## config.mk

```make
export PLATFORM = sky130hd
export DESIGN_NAME = adc_capture
export DESIGN_NICKNAME = d
export VERILOG_FILES = /design/src/rtl/adc_pkg.sv /design/src/rtl/adc_buf.sv /design/src/rtl/adc_capture.sv
export SDC_FILE = /design/constraint.sdc
export NUM_CORES = 1
export LEC_CHECK = 0
export CAP_MARGIN = 10
export CORE_ASPECT_RATIO = 1.2
export CORE_UTILIZATION = 61
export CTS_CLUSTER_SIZE = 30
export DETAILED_ROUTE_END_ITERATION = 8
export PLACE_DENSITY = 0.8
export SKIP_LAST_GASP = 1
export SLEW_MARGIN = 20
export SYNTH_ARGS = -nofsm -noshare
export SYNTH_HDL_FRONTEND = slang
export SYNTH_HIERARCHICAL = 1
export SYNTH_SLANG_ARGS = --single-unit
```

## constraint.sdc

```tcl
create_clock -name clk -period 2.7 [get_ports clk]
set_input_delay 0.405 -clock clk [delete_from_list [all_inputs] [get_ports clk]]
set_output_delay 0.405 -clock clk [all_outputs]
set_load 0.01 [all_outputs]
```

## src/rtl/adc_pkg.sv

```systemverilog
// Shared types and defaults for the ADC capture controller.
package adc_pkg;

  typedef logic [7:0] sample_t;

  localparam sample_t END_MARK_DEFAULT = 8'd255;

  typedef enum logic [2:0] {
    StIdle,
    StArst,
    StReq,
    StWait,
    StStore,
    StDone
  } state_e;

endpackage

```

## src/rtl/adc_buf.sv

```systemverilog
// Sample buffer: simple dual-port RAM, one write port, one registered read port.
module adc_buf
  import adc_pkg::*;
#(
  parameter int unsigned DEPTH = 32,
  parameter int unsigned AW    = $clog2(DEPTH)
) (
  input  logic          clk_i,
  input  logic          rst_ni,
  input  logic          we_i,
  input  logic [AW-1:0] waddr_i,
  input  logic [7:0]    wdata_i,
  input  logic [AW-1:0] raddr_i,
  output logic [7:0]    rdata_o
);

  sample_t mem_q [DEPTH];
  sample_t rdata_q;

  // Storage has no reset so it can map onto RAM primitives.
  always_ff @(posedge clk_i) begin
    if (we_i) begin
      mem_q[waddr_i] <= wdata_i;
    end
  end

  // Read-before-write: same-address read in a write cycle returns old data.
  always_ff @(posedge clk_i or negedge rst_ni) begin
    if (!rst_ni) begin
      rdata_q <= '0;
    end else begin
      rdata_q <= mem_q[raddr_i];
    end
  end

  assign rdata_o = rdata_q;

endmodule

```

## src/rtl/adc_capture.sv

```systemverilog
// ADC capture controller: drives the ADC rst/req handshake, stores returned samples
// into a local buffer and tracks the running maximum.
module adc_capture
  import adc_pkg::*;
#(
  parameter int unsigned DEPTH    = 32,
  parameter logic [7:0]  END_MARK = END_MARK_DEFAULT,
  parameter int unsigned REQ_HOLD = 4,
  parameter int unsigned TIMEOUT  = 64
) (
  input  logic                       clk,
  input  logic                       rst,
  input  logic                       start,
  output logic                       adc_rst,
  output logic                       adc_req,
  input  logic                       adc_rdy,
  input  logic [7:0]                 adc_dat,
  output logic                       busy,
  output logic                       done,
  output logic                       err,
  output logic [$clog2(DEPTH):0]     count,
  output logic [7:0]                 max_val,
  input  logic [$clog2(DEPTH)-1:0]   rd_addr,
  output logic [7:0]                 rd_data
);

  localparam int unsigned AW    = $clog2(DEPTH);
  localparam int unsigned CW    = AW + 1;
  localparam int unsigned TMaxV = (TIMEOUT > REQ_HOLD) ? TIMEOUT : REQ_HOLD;
  localparam int unsigned TW    = $clog2(TMaxV + 1);

  state_e          state_q, state_d;
  logic [TW-1:0]   tmr_q, tmr_d;
  logic            got_q, got_d;
  sample_t         sample_q, sample_d;
  logic [CW-1:0]   count_q, count_d;
  sample_t         max_q, max_d;
  logic            err_q, err_d;
  logic            rdy_meta_q, rdy_s_q;
  logic            adc_rst_q, adc_rst_d;
  logic            adc_req_q, adc_req_d;
  logic            busy_q, busy_d;
  logic            done_q, done_d;
  logic            we;

  always_comb begin
    state_d  = state_q;
    tmr_d    = tmr_q;
    got_d    = got_q;
    sample_d = sample_q;
    count_d  = count_q;
    max_d    = max_q;
    err_d    = err_q;
    we       = 1'b0;

    unique case (state_q)
      StIdle: begin
        if (start) begin
          state_d = StArst;
          tmr_d   = '0;
          count_d = '0;
          max_d   = '0;
          err_d   = 1'b0;
        end
      end
      // tmr_q == 0: adc_rst pulse cycle; tmr_q == 1: quiet cycle before the first request.
      StArst: begin
        if (tmr_q == '0) begin
          tmr_d = TW'(1);
        end else begin
          state_d = StReq;
          tmr_d   = TW'(REQ_HOLD - 1);
          got_d   = 1'b0;
        end
      end
      StReq: begin
        if (rdy_s_q) begin
          got_d    = 1'b1;
          sample_d = adc_dat;
        end
        if (tmr_q == '0) begin
          tmr_d   = '0;
          state_d = (got_q || rdy_s_q) ? StStore : StWait;
        end else begin
          tmr_d = tmr_q - TW'(1);
        end
      end
      StWait: begin
        if (rdy_s_q) begin
          sample_d = adc_dat;
          state_d  = StStore;
        end else if (tmr_q == TW'(TIMEOUT - 1)) begin
          err_d   = 1'b1;
          state_d = StDone;
        end else begin
          tmr_d = tmr_q + TW'(1);
        end
      end
      StStore: begin
        we      = 1'b1;
        count_d = count_q + CW'(1);
        if (sample_q != END_MARK && sample_q > max_q) begin
          max_d = sample_q;
        end
        if (sample_q == END_MARK || count_q == CW'(DEPTH - 1)) begin
          state_d = StDone;
        end else begin
          state_d = StReq;
          tmr_d   = TW'(REQ_HOLD - 1);
          got_d   = 1'b0;
        end
      end
      StDone: begin
        state_d = StIdle;
      end
      default: begin
        state_d = StIdle;
      end
    endcase
  end

  // Handshake/status outputs are registered decodes of the next state (glitch-free to the ADC).
  always_comb begin
    adc_rst_d = (state_d == StArst) && (tmr_d == '0);
    adc_req_d = (state_d == StReq);
    busy_d    = (state_d != StIdle) && (state_d != StDone);
    done_d    = (state_d == StDone);
  end

  always_ff @(posedge clk or negedge rst) begin
    if (!rst) begin
      state_q    <= StIdle;
      tmr_q      <= '0;
      got_q      <= 1'b0;
      sample_q   <= '0;
      count_q    <= '0;
      max_q      <= '0;
      err_q      <= 1'b0;
      rdy_meta_q <= 1'b0;
      rdy_s_q    <= 1'b0;
      adc_rst_q  <= 1'b0;
      adc_req_q  <= 1'b0;
      busy_q     <= 1'b0;
      done_q     <= 1'b0;
    end else begin
      state_q    <= state_d;
      tmr_q      <= tmr_d;
      got_q      <= got_d;
      sample_q   <= sample_d;
      count_q    <= count_d;
      max_q      <= max_d;
      err_q      <= err_d;
      rdy_meta_q <= adc_rdy;
      rdy_s_q    <= rdy_meta_q;
      adc_rst_q  <= adc_rst_d;
      adc_req_q  <= adc_req_d;
      busy_q     <= busy_d;
      done_q     <= done_d;
    end
  end

  adc_buf #(
    .DEPTH(DEPTH),
    .AW   (AW)
  ) u_buf (
    .clk_i  (clk),
    .rst_ni (rst),
    .we_i   (we),
    .waddr_i(count_q[AW-1:0]),
    .wdata_i(sample_q),
    .raddr_i(rd_addr),
    .rdata_o(rd_data)
  );

  assign adc_rst = adc_rst_q;
  assign adc_req = adc_req_q;
  assign busy    = busy_q;
  assign done    = done_q;
  assign err     = err_q;
  assign count   = count_q;
  assign max_val = max_q;

endmodule
```

==> run_results.csv <==
group,metric,value,unit
setup_path,crit_buf_inv,3,
logic_synthesis,ys_seq_area_share,71.8,%
final_layout,fin_cells,1026,
power,ir_drop,0.000603,V
sta,finalSetupTns,0,ns
sta,holdWs,0.244,ns
floorplan,die_h,158,um
setup_path,worstSetupPathDepth,7,
logic_synthesis,netlist_area,12400,sq um
setup_path,cp_slowest_cell,"dfrtp_1",
logic_synthesis,synth-main-ff-cell,"edfxtp_1",
setup_path,path_cells,"nor2_2 > nand2_2 > inv_2 > buf_4 > nand3_1 > nor2_1 > buf_4",
logic_synthesis,ys_types,59,
setup_path,rrSetupSlack,0.39,ns
grt,grt_max_degree,36,
final_layout,final_common_cell,"edfxtp_1",
power,cellPowerDensity,852,nW/um^2
route,firstDrtPassIters,4,
final_layout,multi_input_area,3280,sq um
floorplan,start_util,62.9,%
setup_path,cp-end-kind,"register",
route,routed_wl,26100,um
route,drcViolationCount,0,
floorplan,io_pins,44,
sta,worst_pin_slew,0.716,ns
setup_path,crit_path_max_fanout,18,
setup_path,r2r_cells,7,
floorplan,dieArea,20900,sq um
sta,maxSlewViolCount,0,
setup_path,critPathKind,"reg2reg",
final_layout,layout_common_cells,"edfxtp_1, mux4_2, nor2_1, dfrtp_1, buf_4",
grt,grt.busiest_layer,"met2",
route,vias,6590,
placed_design,pre_cts_ws,0.307,ns
sta,finClkSkew,0.00845,ns
final_layout,drive_gt1_share,28.9,%
setup_path,max_stage_delay,0.51,ns
sta,finalHoldViolCount,0,
grt,grt.overflow.total,0,
floorplan,dieWidth,132,um
grt,grt_pass1_vias,6773,
route,drt-initial-drc-count,553,
grt,grt_pass1_wl,40200,um
setup_path,crit_path_start_kind,"register",
sta,finalCriticalPeriod,2.31,ns
sta,post-route-period-util,85.5,%
logic_synthesis,syn_area_per_cell,19.2,sq um
outcome,outcome,"finished, final reports clean",
placed_design,portBuffers,43,
placed_design,dp.cells,973,
clock_tree,cts_root_buf,"clkbuf_16",
clock_tree,post_cts_buffers,0,
setup_path,r2r-end,"u_buf/mem_q[27][0]$_DFFE_PP_",
clock_tree,cts.sinks,304,
grt,antenna_found_initial,0,
sta,fmax,0.433,GHz
floorplan,core_area,19700,sq um
final_layout,fillers,1108,
setup_path,arrival,2.55,ns
setup_path,path_delay_family,"simple AND/OR/NAND/NOR gates",
clock_tree,clk_pin_slew_worst_paths,0.07,ns
logic_synthesis,synth_edf_count,256,
sta,setup-violations-final,0,
power,p_leak,0.00490,uW
logic_synthesis,async_flop_share,15.8,%
setup_path,crit_top_cell,"buf_4",
sta,grt_setup_unrepaired,"false",
logic_synthesis,synthCells,644,
job,drv_cap,0,
sta,slew_headroom,52.3,%
grt,met3_usage,3.46,%
final_layout,area_delta_synth_final,16.0,%
grt,use_met2,45.9,%
setup_path,timing.rr.start,"state_q[0]$_DFF_PN0_",
final_layout,diodes,0,
logic_synthesis,synth_nets,673,
route,ant_nets,0,
clock_tree,cts_made_buffers,28,
final_layout,regArea,8890,sq um
clock_tree,cts_tree,"built",
route,viasPerCell,6.42,
placed_design,place.gp.congestion,0.790,
worst_hold_path,hold_path_class,"in2async",
placed_design,hpwl,16700,um
grt,grt.met1_usage,34.7,%
logic_synthesis,ys_seq_elements,304,
route,routedWlPerCell,25.5,um
clock_tree,clk_latency,0.54,ns
clock_tree,htree_levels,1,
clock_tree,cts_buffer_depth,3,
floorplan,num_rows,56,
final_layout,nNetsFinal,772,
sta,fin_ws,0.392,ns
grt,grt_use_total,26.4,%
setup_path,required,2.94,ns
logic_synthesis,yosysWarnings,6,
[power by group]
part	leakage, uW	switching, uW	total (uW)	internal (uW)
logic	0.00154	1330	2110	784
clock network	0.000452	1650	3880	2230
registers	0.00291	358	6240	5880
[state kept, by name, summed over array words and instances, names as in the netlist, 3 cells and up]
register,cells
max_val,8
tmr_q,7
sample_q,8
u_buf/mem_q,256
count,6
state_q,3
u_buf/rdata_o,8
[worst reg2reg max path: stages (launching register included)]
cell,delay [ns]
dfrtp_1,0.51
nor2_2,0.24
nand2_2,0.12
inv_2,0.08
buf_4,0.22
nand3_1,0.33
nor2_1,0.28
buf_4,0.24
[cells in the mapped netlist (all sizes together), types with 2 or more instances]
cell / n / area share, %
and3: 2 / 0.10
nand2: 30 / 0.95
mux2: 16 / 1.5
nand3b: 8 / 0.59
mux4: 80 / 15
inv: 14 / 0.42
nand4: 7 / 0.35
o21ba: 2 / 0.16
dfrtp: 48 / 9.7
a211oi: 2 / 0.16
o21ai: 15 / 0.70
clkbuf: 8 / 0.24
nor3: 5 / 0.28
a21oi: 15 / 0.61
mux2i: 9 / 0.73
nor2b: 2 / 0.16
or3b: 3 / 0.21
nand3: 6 / 0.24
buf: 19 / 1.0
a32oi: 3 / 0.21
o211ai: 2 / 0.12
or3: 2 / 0.10
ha: 12 / 1.2
edfxtp: 256 / 62
nand2b: 5 / 0.33
nor2: 52 / 1.8
a31oi: 4 / 0.20
o31ai: 2 / 0.12
[how the worst max path moves through the flow]
stage	from	endpoint	slack [ns]
finish	state_q[0]$_DFF_PN0_	u_buf/mem_q[27][0]$_DFFE_PP_	0.39
global route	state_q[0]$_DFF_PN0_	u_buf/mem_q[27][0]$_DFFE_PP_	0.25
CTS	state_q[0]$_DFF_PN0_	u_buf/mem_q[27][4]$_DFFE_PP_	0.42
detailed placement	rd_addr[0]	u_buf/rdata_o[6]$_DFF_PN0_	0.31
global placement	rd_addr[0]	u_buf/rdata_o[5]$_DFF_PN0_	0.34
floorplan	state_q[1]$_DFF_PN0_	u_buf/mem_q[28][0]$_DFFE_PP_	0.32
[repair_timing]
item                                    CTS  global route
hold buffers                              1             0
endpoints found under the setup margin    0             0
hold endpoints to repair                  8             0
resized for setup                         0             0
[layout make-up]
| class | count | area share, % |
|---|---|---|
| Sequential cell | 304 | 61.9 |
| Multi-Input combinational cell | 299 | 22.8 |
| Clock inverter | 18 | 1.03 |
| Tap cell | 261 | 2.27 |
| Timing Repair Buffer | 96 | 6.22 |
| Inverter | 14 | 0.366 |
| Clock buffer | 34 | 5.39 |
[logic make-up after synthesis]
| group | count (synthesis) | share of synthesized area, % |
|---|---|---|
| AOI/OAI and AO/OA | 54 | 2.97 |
| xor gates and xnor gates | 1 | 0.0708 |
| adders and majority gates | 12 | 1.21 |
| buffers and inverters | 41 | 1.71 |
| DFF | 304 | 71.8 |
| muxes | 105 | 16.7 |
| and+or+nand+nor | 127 | 5.48 |
[per-layer routing]
layer  wire length, um  share of wire [%]  vias up
met4               871                3.3        0
met3              1820                7.0       59
met1              9790                 37     3396
met5                 0                  0        -
li1                  -                  -     2794
met2             13600                 52      341
[per-stage QoR]
stage	utilization (%)	total power, uW	cell area [sq um]
final	72.9	12200	14400
after global routing	72.9	12700	14400
after CTS	72.9	12300	14400
after detailed placement	68.2	8410	13400
after global placement	68.2	8230	13400
after floorplan	-	7550	12400
Note: power is estimated with default switching activity, not from simulation.
